**config.mk**
```make
export PLATFORM = sky130hd
export DESIGN_NAME = alarm_clock
export DESIGN_NICKNAME = d
export VERILOG_FILES = /design/src/rtl/alarm_clock.sv
export SDC_FILE = /design/constraint.sdc
export NUM_CORES = 1
export LEC_CHECK = 0
export CAP_MARGIN = 20
export CORE_ASPECT_RATIO = 0.6
export CORE_UTILIZATION = 52
export CTS_CLUSTER_DIAMETER = 200
export DETAILED_ROUTE_END_ITERATION = 8
export PLACE_DENSITY = 0.82
export SETUP_SLACK_MARGIN = 0.1
export SLEW_MARGIN = 15
export SYNTH_ARGS = -nofsm -noshare
export SYNTH_HDL_FRONTEND = slang
export SYNTH_SLANG_ARGS = --single-unit
```
**constraint.sdc**
```tcl
create_clock -name Ghadi -period 2.1 [get_ports Ghadi]
set_clock_uncertainty 0.15 [all_clocks]
set_input_delay 0.21 -clock Ghadi [delete_from_list [all_inputs] [get_ports Ghadi]]
set_output_delay 0.21 -clock Ghadi [all_outputs]
set_load 0.005 [all_outputs]
```
**src/rtl/alarm_clock.sv**
```systemverilog
// 24-hour BCD real-time clock with a 1 Hz prescaler and a single hh:mm alarm
// that latches on the rising edge of a time match until stopped or disabled.
module alarm_clock #(
  parameter int TICKS_PER_SEC = 10
) (
  input  logic       Ghadi,
  input  logic       Reset,
  input  logic [1:0] Hours_Ki_Tenth_digit_IN,
  input  logic [3:0] Hours_Ki_Ones_digit_IN,
  input  logic [3:0] Mins_Ki_Tenth_digit_IN,
  input  logic [3:0] Mins_Ki_Ones_digit_IN,
  input  logic       Load_Samay,
  input  logic       Load_Alarm,
  input  logic       Alarm_Band,
  input  logic       Alarm_Chalu,
  output logic       Alarm,
  output logic [1:0] Hours_Ki_Tenth_digit_OUT,
  output logic [3:0] Hours_Ki_Ones_digit_OUT,
  output logic [3:0] Mins_Ki_Tenth_digit_OUT,
  output logic [3:0] Mins_Ki_Ones_digit_OUT,
  output logic [3:0] Secs_Ki_Tenth_digit_OUT,
  output logic [3:0] Secs_Ki_Ones_digit_OUT
);

  localparam int PW = (TICKS_PER_SEC > 1) ? $clog2(TICKS_PER_SEC) : 1;
  localparam logic [PW-1:0] PRESC_LAST = PW'(TICKS_PER_SEC - 1);

  logic [PW-1:0] prescaler;
  logic [1:0]    hour_tens;
  logic [3:0]    hour_ones, min_tens, min_ones, sec_tens, sec_ones;
  logic [1:0]    alarm_hour_tens;
  logic [3:0]    alarm_hour_ones, alarm_min_tens, alarm_min_ones;
  logic          tick, inputs_valid, load_time, load_alarm;
  logic          sec_carry, min_carry, match, match_prev;

  assign tick = (prescaler == PRESC_LAST);

  // A load is only honoured when the requested hh:mm is a legal 24-hour time
  assign inputs_valid =
    ((Hours_Ki_Tenth_digit_IN < 2'd2 && Hours_Ki_Ones_digit_IN <= 4'd9) ||
     (Hours_Ki_Tenth_digit_IN == 2'd2 && Hours_Ki_Ones_digit_IN <= 4'd3)) &&
    (Mins_Ki_Tenth_digit_IN <= 4'd5) && (Mins_Ki_Ones_digit_IN <= 4'd9);

  assign load_time  = Load_Samay && inputs_valid;
  assign load_alarm = Load_Alarm && inputs_valid;

  assign sec_carry = (sec_ones == 4'd9) && (sec_tens == 4'd5);
  assign min_carry = sec_carry && (min_ones == 4'd9) && (min_tens == 4'd5);

  assign match = ({hour_tens, hour_ones, min_tens, min_ones, sec_tens, sec_ones} ==
                  {alarm_hour_tens, alarm_hour_ones, alarm_min_tens, alarm_min_ones, 8'h00});

  always_ff @(posedge Ghadi or negedge Reset) begin
    if (!Reset) begin
      prescaler <= '0;
    end else if (load_time || tick) begin
      prescaler <= '0;
    end else begin
      prescaler <= prescaler + 1'b1;
    end
  end

  always_ff @(posedge Ghadi or negedge Reset) begin
    if (!Reset) begin
      hour_tens <= '0;
      hour_ones <= '0;
      min_tens  <= '0;
      min_ones  <= '0;
      sec_tens  <= '0;
      sec_ones  <= '0;
    end else if (load_time) begin
      hour_tens <= Hours_Ki_Tenth_digit_IN;
      hour_ones <= Hours_Ki_Ones_digit_IN;
      min_tens  <= Mins_Ki_Tenth_digit_IN;
      min_ones  <= Mins_Ki_Ones_digit_IN;
      sec_tens  <= '0;
      sec_ones  <= '0;
    end else if (tick) begin
      sec_ones <= (sec_ones == 4'd9) ? 4'd0 : sec_ones + 4'd1;
      if (sec_ones == 4'd9)
        sec_tens <= (sec_tens == 4'd5) ? 4'd0 : sec_tens + 4'd1;
      if (sec_carry)
        min_ones <= (min_ones == 4'd9) ? 4'd0 : min_ones + 4'd1;
      if (sec_carry && min_ones == 4'd9)
        min_tens <= (min_tens == 4'd5) ? 4'd0 : min_tens + 4'd1;
      // Hours wrap at 23 rather than at a BCD digit boundary
      if (min_carry) begin
        if (hour_tens == 2'd2 && hour_ones == 4'd3) begin
          hour_tens <= '0;
          hour_ones <= '0;
        end else if (hour_ones == 4'd9) begin
          hour_tens <= hour_tens + 2'd1;
          hour_ones <= '0;
        end else begin
          hour_ones <= hour_ones + 4'd1;
        end
      end
    end
  end

  always_ff @(posedge Ghadi or negedge Reset) begin
    if (!Reset) begin
      alarm_hour_tens <= '0;
      alarm_hour_ones <= '0;
      alarm_min_tens  <= '0;
      alarm_min_ones  <= '0;
    end else if (load_alarm) begin
      alarm_hour_tens <= Hours_Ki_Tenth_digit_IN;
      alarm_hour_ones <= Hours_Ki_Ones_digit_IN;
      alarm_min_tens  <= Mins_Ki_Tenth_digit_IN;
      alarm_min_ones  <= Mins_Ki_Ones_digit_IN;
    end
  end

  // Fire only on a rising match so a stopped alarm stays quiet for the rest of the window
  always_ff @(posedge Ghadi or negedge Reset) begin
    if (!Reset) begin
      Alarm      <= 1'b0;
      match_prev <= 1'b0;
    end else begin
      match_prev <= match;
      if (Alarm_Band || !Alarm_Chalu)
        Alarm <= 1'b0;
      else if (match && !match_prev)
        Alarm <= 1'b1;
    end
  end

  assign Hours_Ki_Tenth_digit_OUT = hour_tens;
  assign Hours_Ki_Ones_digit_OUT  = hour_ones;
  assign Mins_Ki_Tenth_digit_OUT  = min_tens;
  assign Mins_Ki_Ones_digit_OUT   = min_ones;
  assign Secs_Ki_Tenth_digit_OUT  = sec_tens;
  assign Secs_Ki_Ones_digit_OUT   = sec_ones;

endmodule

```
# After elaboration in Yosys (flattened, before gate mapping)
# Cells that the tools add are included.
[word_totals] register_bits=42 inputBits=20 output_inout_bits=23
[classes] addsub=7 n_lt_le_gt_ge=5 n_eq_ne=10 mux=28 reduce_logical=28
[op_table] operator="2-to-1 mux 4 bit" count=21
[op_table] operator="adder 4 x 1 -> 4 bit (second input constant)" count=6
[op_table] operator="== test 22 bit" count=1
[op_table] operator="== test 4 bit (second input constant)" count=4
[op_table] operator="nonzero test 2 bit" count=6
[op_table] operator="logical AND 1 bit" count=11
[op_table] operator="2-to-1 mux 2 bit" count=5
[op_table] operator="== test 4 x 3 -> 1 bit (second input constant)" count=2
[op_table] operator="less-or-equal comparator 4 bit (second input constant)" count=2
[op_table] operator="AND reduction 2 bit" count=4
[op_table] operator="== test 2 bit (second input constant)" count=2
[op_table] operator="== test 4 x 2 -> 1 bit (second input constant)" count=1
[op_table] operator="less-or-equal comparator 4 x 2 -> 1 bit (second input constant)" count=1
[op_table] operator="less-or-equal comparator 4 x 3 -> 1 bit (second input constant)" count=1
[op_table] operator="logical OR 1 bit" count=3
[op_table] operator="AND reduction 3 bit" count=1
[op_table] operator="nonzero test 3 bit" count=1
[op_table] operator="adder 2 x 1 -> 2 bit (second input constant)" count=1
[op_table] operator="logical NOT 1 bit" count=2
[op_table] operator="less-than comparator 2 bit (second input constant)" count=1
[op_table] operator="2-to-1 mux 1 bit" count=2

# Longest topological paths before layout
[logic_depth] ltp_word=8 ltp_mapped=7

# Least setup slack after synthesis
# Ideal clock, no wire load.
[synth_timing] path_kind="reg-to-reg" from="reg sec_ones[1] (netlist: Secs_Ki_Ones_digit_OUT[1])" to="reg hour_ones[3] (netlist: Hours_Ki_Ones_digit_OUT[3])" arrival_ns=1.693 slack_ns=0.131 stages_incl_launch_ff=8 path_buffers=0 period_less_slack_ns=1.969 cell_sequence="dfrtp_1 -> inv_1 -> ha_1 -> nand3b_4 -> nor4_2 -> and3_1 -> nor2_1 -> a221o_1"
[synth_between] elab_chain_cells=6
[synth_rtl] element="from (decl)" line_no="30" rtl="logic [3:0] hour_ones, min_tens, min_ones, sec_tens, sec_ones;"
[synth_rtl] element="from (signal assigned)" line_no="79" rtl="sec_ones <= (sec_ones == 4'd9) ? 4'd0 : sec_ones + 4'd1;"
[synth_rtl] element="== test 4 bit" line_no="47" rtl="assign sec_carry = (sec_ones == 4'd9) && (sec_tens == 4'd5);"
[synth_rtl] element="logical AND 1 bit" line_no="47"
[synth_rtl] element="logical AND 1 bit (2 in series)" line_no="48" rtl="assign min_carry = sec_carry && (min_ones == 4'd9) && (min_tens == 4'd5);"
[synth_rtl] element="nonzero test 2 bit (no line)"
[synth_rtl] element="AND reduction 2 bit (no line)"
[synth_rtl] element="to (signal assigned)" line_no="73" rtl="hour_ones <= Hours_Ki_Ones_digit_IN;"
[synth_rtl] element="to (signal assigned)" line_no="95" rtl="hour_ones <= hour_ones + 4'd1;"
[synth_rtl] element="to (decl)" line_no="30"
# No other way between the ends.
# A chain may end at the register's enable or synchronous reset.

# Worst setup path in the final report
[layout_timing] from="reg sec_tens[1] (netlist: Secs_Ki_Tenth_digit_OUT[1])" to="reg min_ones[3] (netlist: Mins_Ki_Ones_digit_OUT[3])"
[layout_between] elab_chain_cells=4
[layout_rtl] element="from (decl)" line_no="30"
[layout_rtl] element="from (signal assigned)" line_no="81" rtl="sec_tens <= (sec_tens == 4'd5) ? 4'd0 : sec_tens + 4'd1;"
[layout_rtl] element="== test 4 x 3 -> 1 bit" line_no="47"
[layout_rtl] element="logical AND 1 bit" line_no="47"
[layout_rtl] element="nonzero test 2 bit (no line)"
[layout_rtl] element="AND reduction 2 bit (no line)"
[layout_rtl] element="to (signal assigned)" line_no="75" rtl="min_ones <= Mins_Ki_Ones_digit_IN;"
[layout_rtl] element="to (signal assigned)" line_no="83" rtl="min_ones <= (min_ones == 4'd9) ? 4'd0 : min_ones + 4'd1;"
[layout_rtl] element="to (decl)" line_no="30"
# No other way between the ends.

==> run_results.csv <==
group,metric,value,unit
routing,firstDrtPassIters,4,
timing,final_hold_viol_count,0,
floorplan,rows,18,
yosys,synth.area.top_cells,"dfrtp_1 (44%), xnor2_1 (7.0%), mux2_2 (6.2%)",
grt,grt_max_degree,43,
clocking,clockBufferDepth,2,
floorplan,coreArea,0.00423,sq mm
placement,port_buffers,42,
clocking,numCtsBuffers,5,
timing,rsz0062_at_grt,"true",
floorplan,num_io_pins,43,
timing,relSlewSlack,0.638,
worst_setup_path,crit_chain,"inv_2, ha_4, nand3b_1, nor3_1, buf_4, nand2_1, buf_4, o21ai_0, a31oi_1",
final_layout,stdcell_area,0.00329,sq mm
timing,fmax,496,MHz
pwr,p_leak,1.39,nW
floorplan,die_height,54.3,um
yosys,synth-edff-count,0,
yosys,synth_top_area_cell,"dfrtp_1",
worst_setup_path,r2r_setup_slack,0.09,ns
floorplan,initial_core_util,0.559,
timing,setup_viol,0,
placement,place_inst,359,
clocking,cts_tree,"done",
clocking,cts_max_level,2,
floorplan,die-area,0.00484,sq mm
status,status,"finished clean",
clocking,clk_pin_slew,0.08,ns
worst_setup_path,crit_top_cell,"buf_4",
yosys,ys.warnings.count,0,
flow_run,cap_viol_max_count,0,
final_layout,register_area,0.00105,sq mm
worst_setup_path,arrival,2.03,ns
placement,gp_congestion,0.922,
yosys,syn-cell-area,0.00237,sq mm
final_layout,stdcell_count,375,
clocking,cts.sinks,42,
clocking,cts_root_buf,"clkbuf_8",
placement,place_hpwl,4550,um
clocking,insertion_delay,0.31,ns
yosys,ys_seq_area_frac,0.444,
worst_setup_path,start_kind,"register",
timing,setup_tns,0,ns
final_layout,n_fill_cell,287,
grt,grt_pass1_vias,1899,
timing,period_needed,2.01,ns
final_layout,layout-drive-gt1-share,0.251,
timing,fin_hold_ws,0.279,ns
yosys,ys.flop_type,"dfrtp_1",
yosys,synth_commonest_cells,"dfrtp_1 (42), nor2_1 (22), nand2_1 (19), xnor2_1 (19)",
routing,wire_per_inst,17.0,um
yosys,syn_nets,267,
worst_setup_path,path_max_fanout,4,
pwr,ir_drop,0.745,mV
pwr,pwr_density_cell,971,mW/mm^2
routing,wl,6370,um
placement,placed_area,0.00304,sq mm
routing,drcViolationCount,0,
timing,fin_crit_sh,0.959,
routing,vias,2137,
worst_setup_path,worstPathRequired,2.12,ns
routing,ant_nets,0,
final_layout,area_growth,39.0,%
routing,via_per_inst,5.70,
worst_setup_path,cpPeakStageDelay,0.40,ns
floorplan,fp.dieW,89.1,um
final_layout,n_antenna_cell,0,
yosys,yosys.cell_types.count,42,
yosys,synth_most_common_cell,"dfrtp_1",
routing,drt_iter0_markers,97,
yosys,synth_top_area_frac,0.444,
timing,slew_violations,0,
timing,worst_slew_pin_slew,0.544,ns
yosys,ys_async_sr_fraction,1.00,
worst_setup_path,critPathKind,"register to register",
yosys,syn_inst,237,
grt,grt_pass1_wl,9540,um
worst_setup_path,cp_slowest_cell,"dfrtp_1",
hold_path,hold_class,"input pin to register",
final_layout,multi_input_area,0.00135,sq mm
worst_setup_path,endpoint_kind,"register",
grt,grt_usage,0.277,
grt,antenna_found_initial,0,
yosys,ys_seq_elements,42,
yosys,avgSynthCellArea,9.99,sq um
grt,grt.overflow.total,0,
final_layout,final_nets,344,
==> stage by stage <==
stage          power [mW]  utilization  setup WS (ns)
2_1_floorplan        1.90            -          0.131
3_3_place_gp         2.42        0.717        -0.0295
3_5_place_dp         2.47        0.717        -0.0748
4_1_cts              3.07        0.751          0.107
5_1_grt              3.39        0.777         0.0102
6_report             3.20        0.777         0.0855
==> cells by family after synthesis <==
family                     Yosys count  share of synthesized area
muxes                               16                     0.0745
buffers and inverters               17                     0.0280
DFF                                 42                      0.444
xor gates and xnor gates            21                     0.0777
and+or+nand+nor                     91                      0.218
AOI/OAI and AO/OA                   40                      0.106
adders and majority gates           10                     0.0528
==> layout by cell type (no fill, tap or decap), drive strengths merged, types with 11 or more instances in the layout <==
| cell type | netlist | layout |
|---|---|---|
| clkdlybuf4s50 | 0 | 41 |
| dfrtp | 42 | 42 |
| nand3 | 11 | 11 |
| a21oi | 13 | 13 |
| nor2 | 22 | 22 |
| mux2 | 13 | 13 |
| xnor2 | 19 | 19 |
| buf | 2 | 36 |
| nand2 | 19 | 19 |
==> report_power, final <==
| part | internal [mW] | switching (mW) | total (mW) |
|---|---|---|---|
| Sequential | 1.03 | 0.288 | 1.32 |
| Combinational | 0.765 | 0.546 | 1.31 |
| Clock | 0.266 | 0.299 | 0.565 |
==> critical path, delay by kind of cell, from the launching register on <==
family	cells	cell delay, ns
AND/OR/NAND/NOR	3	0.45
flip-flops	1	0.40
buffers and inverters	3	0.39
AO/OA/AOI/OAI	2	0.35
adder cells (fa/ha/maj)	1	0.14
==> metal layers <==
| layer | part of all wire | global-route usage | wire [um] | vias to the layer above |
|---|---|---|---|---|
| met3 | 0.080 | 0.0754 | 510 | 10 |
| li1 | - | - | - | 995 |
| met5 | 0 | 0 | 0 | - |
| met2 | 0.44 | 0.399 | 2820 | 93 |
| met4 | 0.014 | 0.0688 | 88 | 0 |
| met1 | 0.46 | 0.413 | 2950 | 1039 |
==> path summary, 6_finish.rpt <==
path / start / endpoint / depth (start not counted)
setup / recovery: Secs_Ki_Tenth_digit_OUT[1]$_DFFE_PN0P_ / Mins_Ki_Ones_digit_OUT[3]$_DFFE_PN0P_ / 9
hold / removal: Alarm_Band / Alarm$_DFFE_PN0P_ / 2
setup reg to reg: Secs_Ki_Tenth_digit_OUT[1]$_DFFE_PN0P_ / Mins_Ki_Ones_digit_OUT[3]$_DFFE_PN0P_ / 9
hold reg to reg: prescaler[0]$_DFF_PN0_ / prescaler[0]$_DFF_PN0_ / 1
max in group asynchronous: Reset / Secs_Ki_Ones_digit_OUT[0]$_DFFE_PN0P_ / 3
min in group asynchronous: Reset / Mins_Ki_Tenth_digit_OUT[0]$_DFFE_PN0P_ / 3
==> layout make-up <==
| type | instances | area share |
|---|---|---|
| Sequential cell | 42 | 0.320 |
| Clock buffer | 7 | 0.0262 |
| Tap cell | 60 | 0.0228 |
| Clock inverter | 1 | 0.00152 |
| Multi-Input combinational cell | 178 | 0.410 |
| Inverter | 9 | 0.0103 |
| Timing Repair Buffer | 78 | 0.209 |
==> repair_timing <==
item,CTS,global route
setup buffers,1,6
hold endpoints to repair,42,0
gates resized for setup,7,13
setup endpoints to repair,5,11
gates cloned,0,0
pin swaps,1,6
hold buffers,1,0
(Power assumes the default switching activity.)
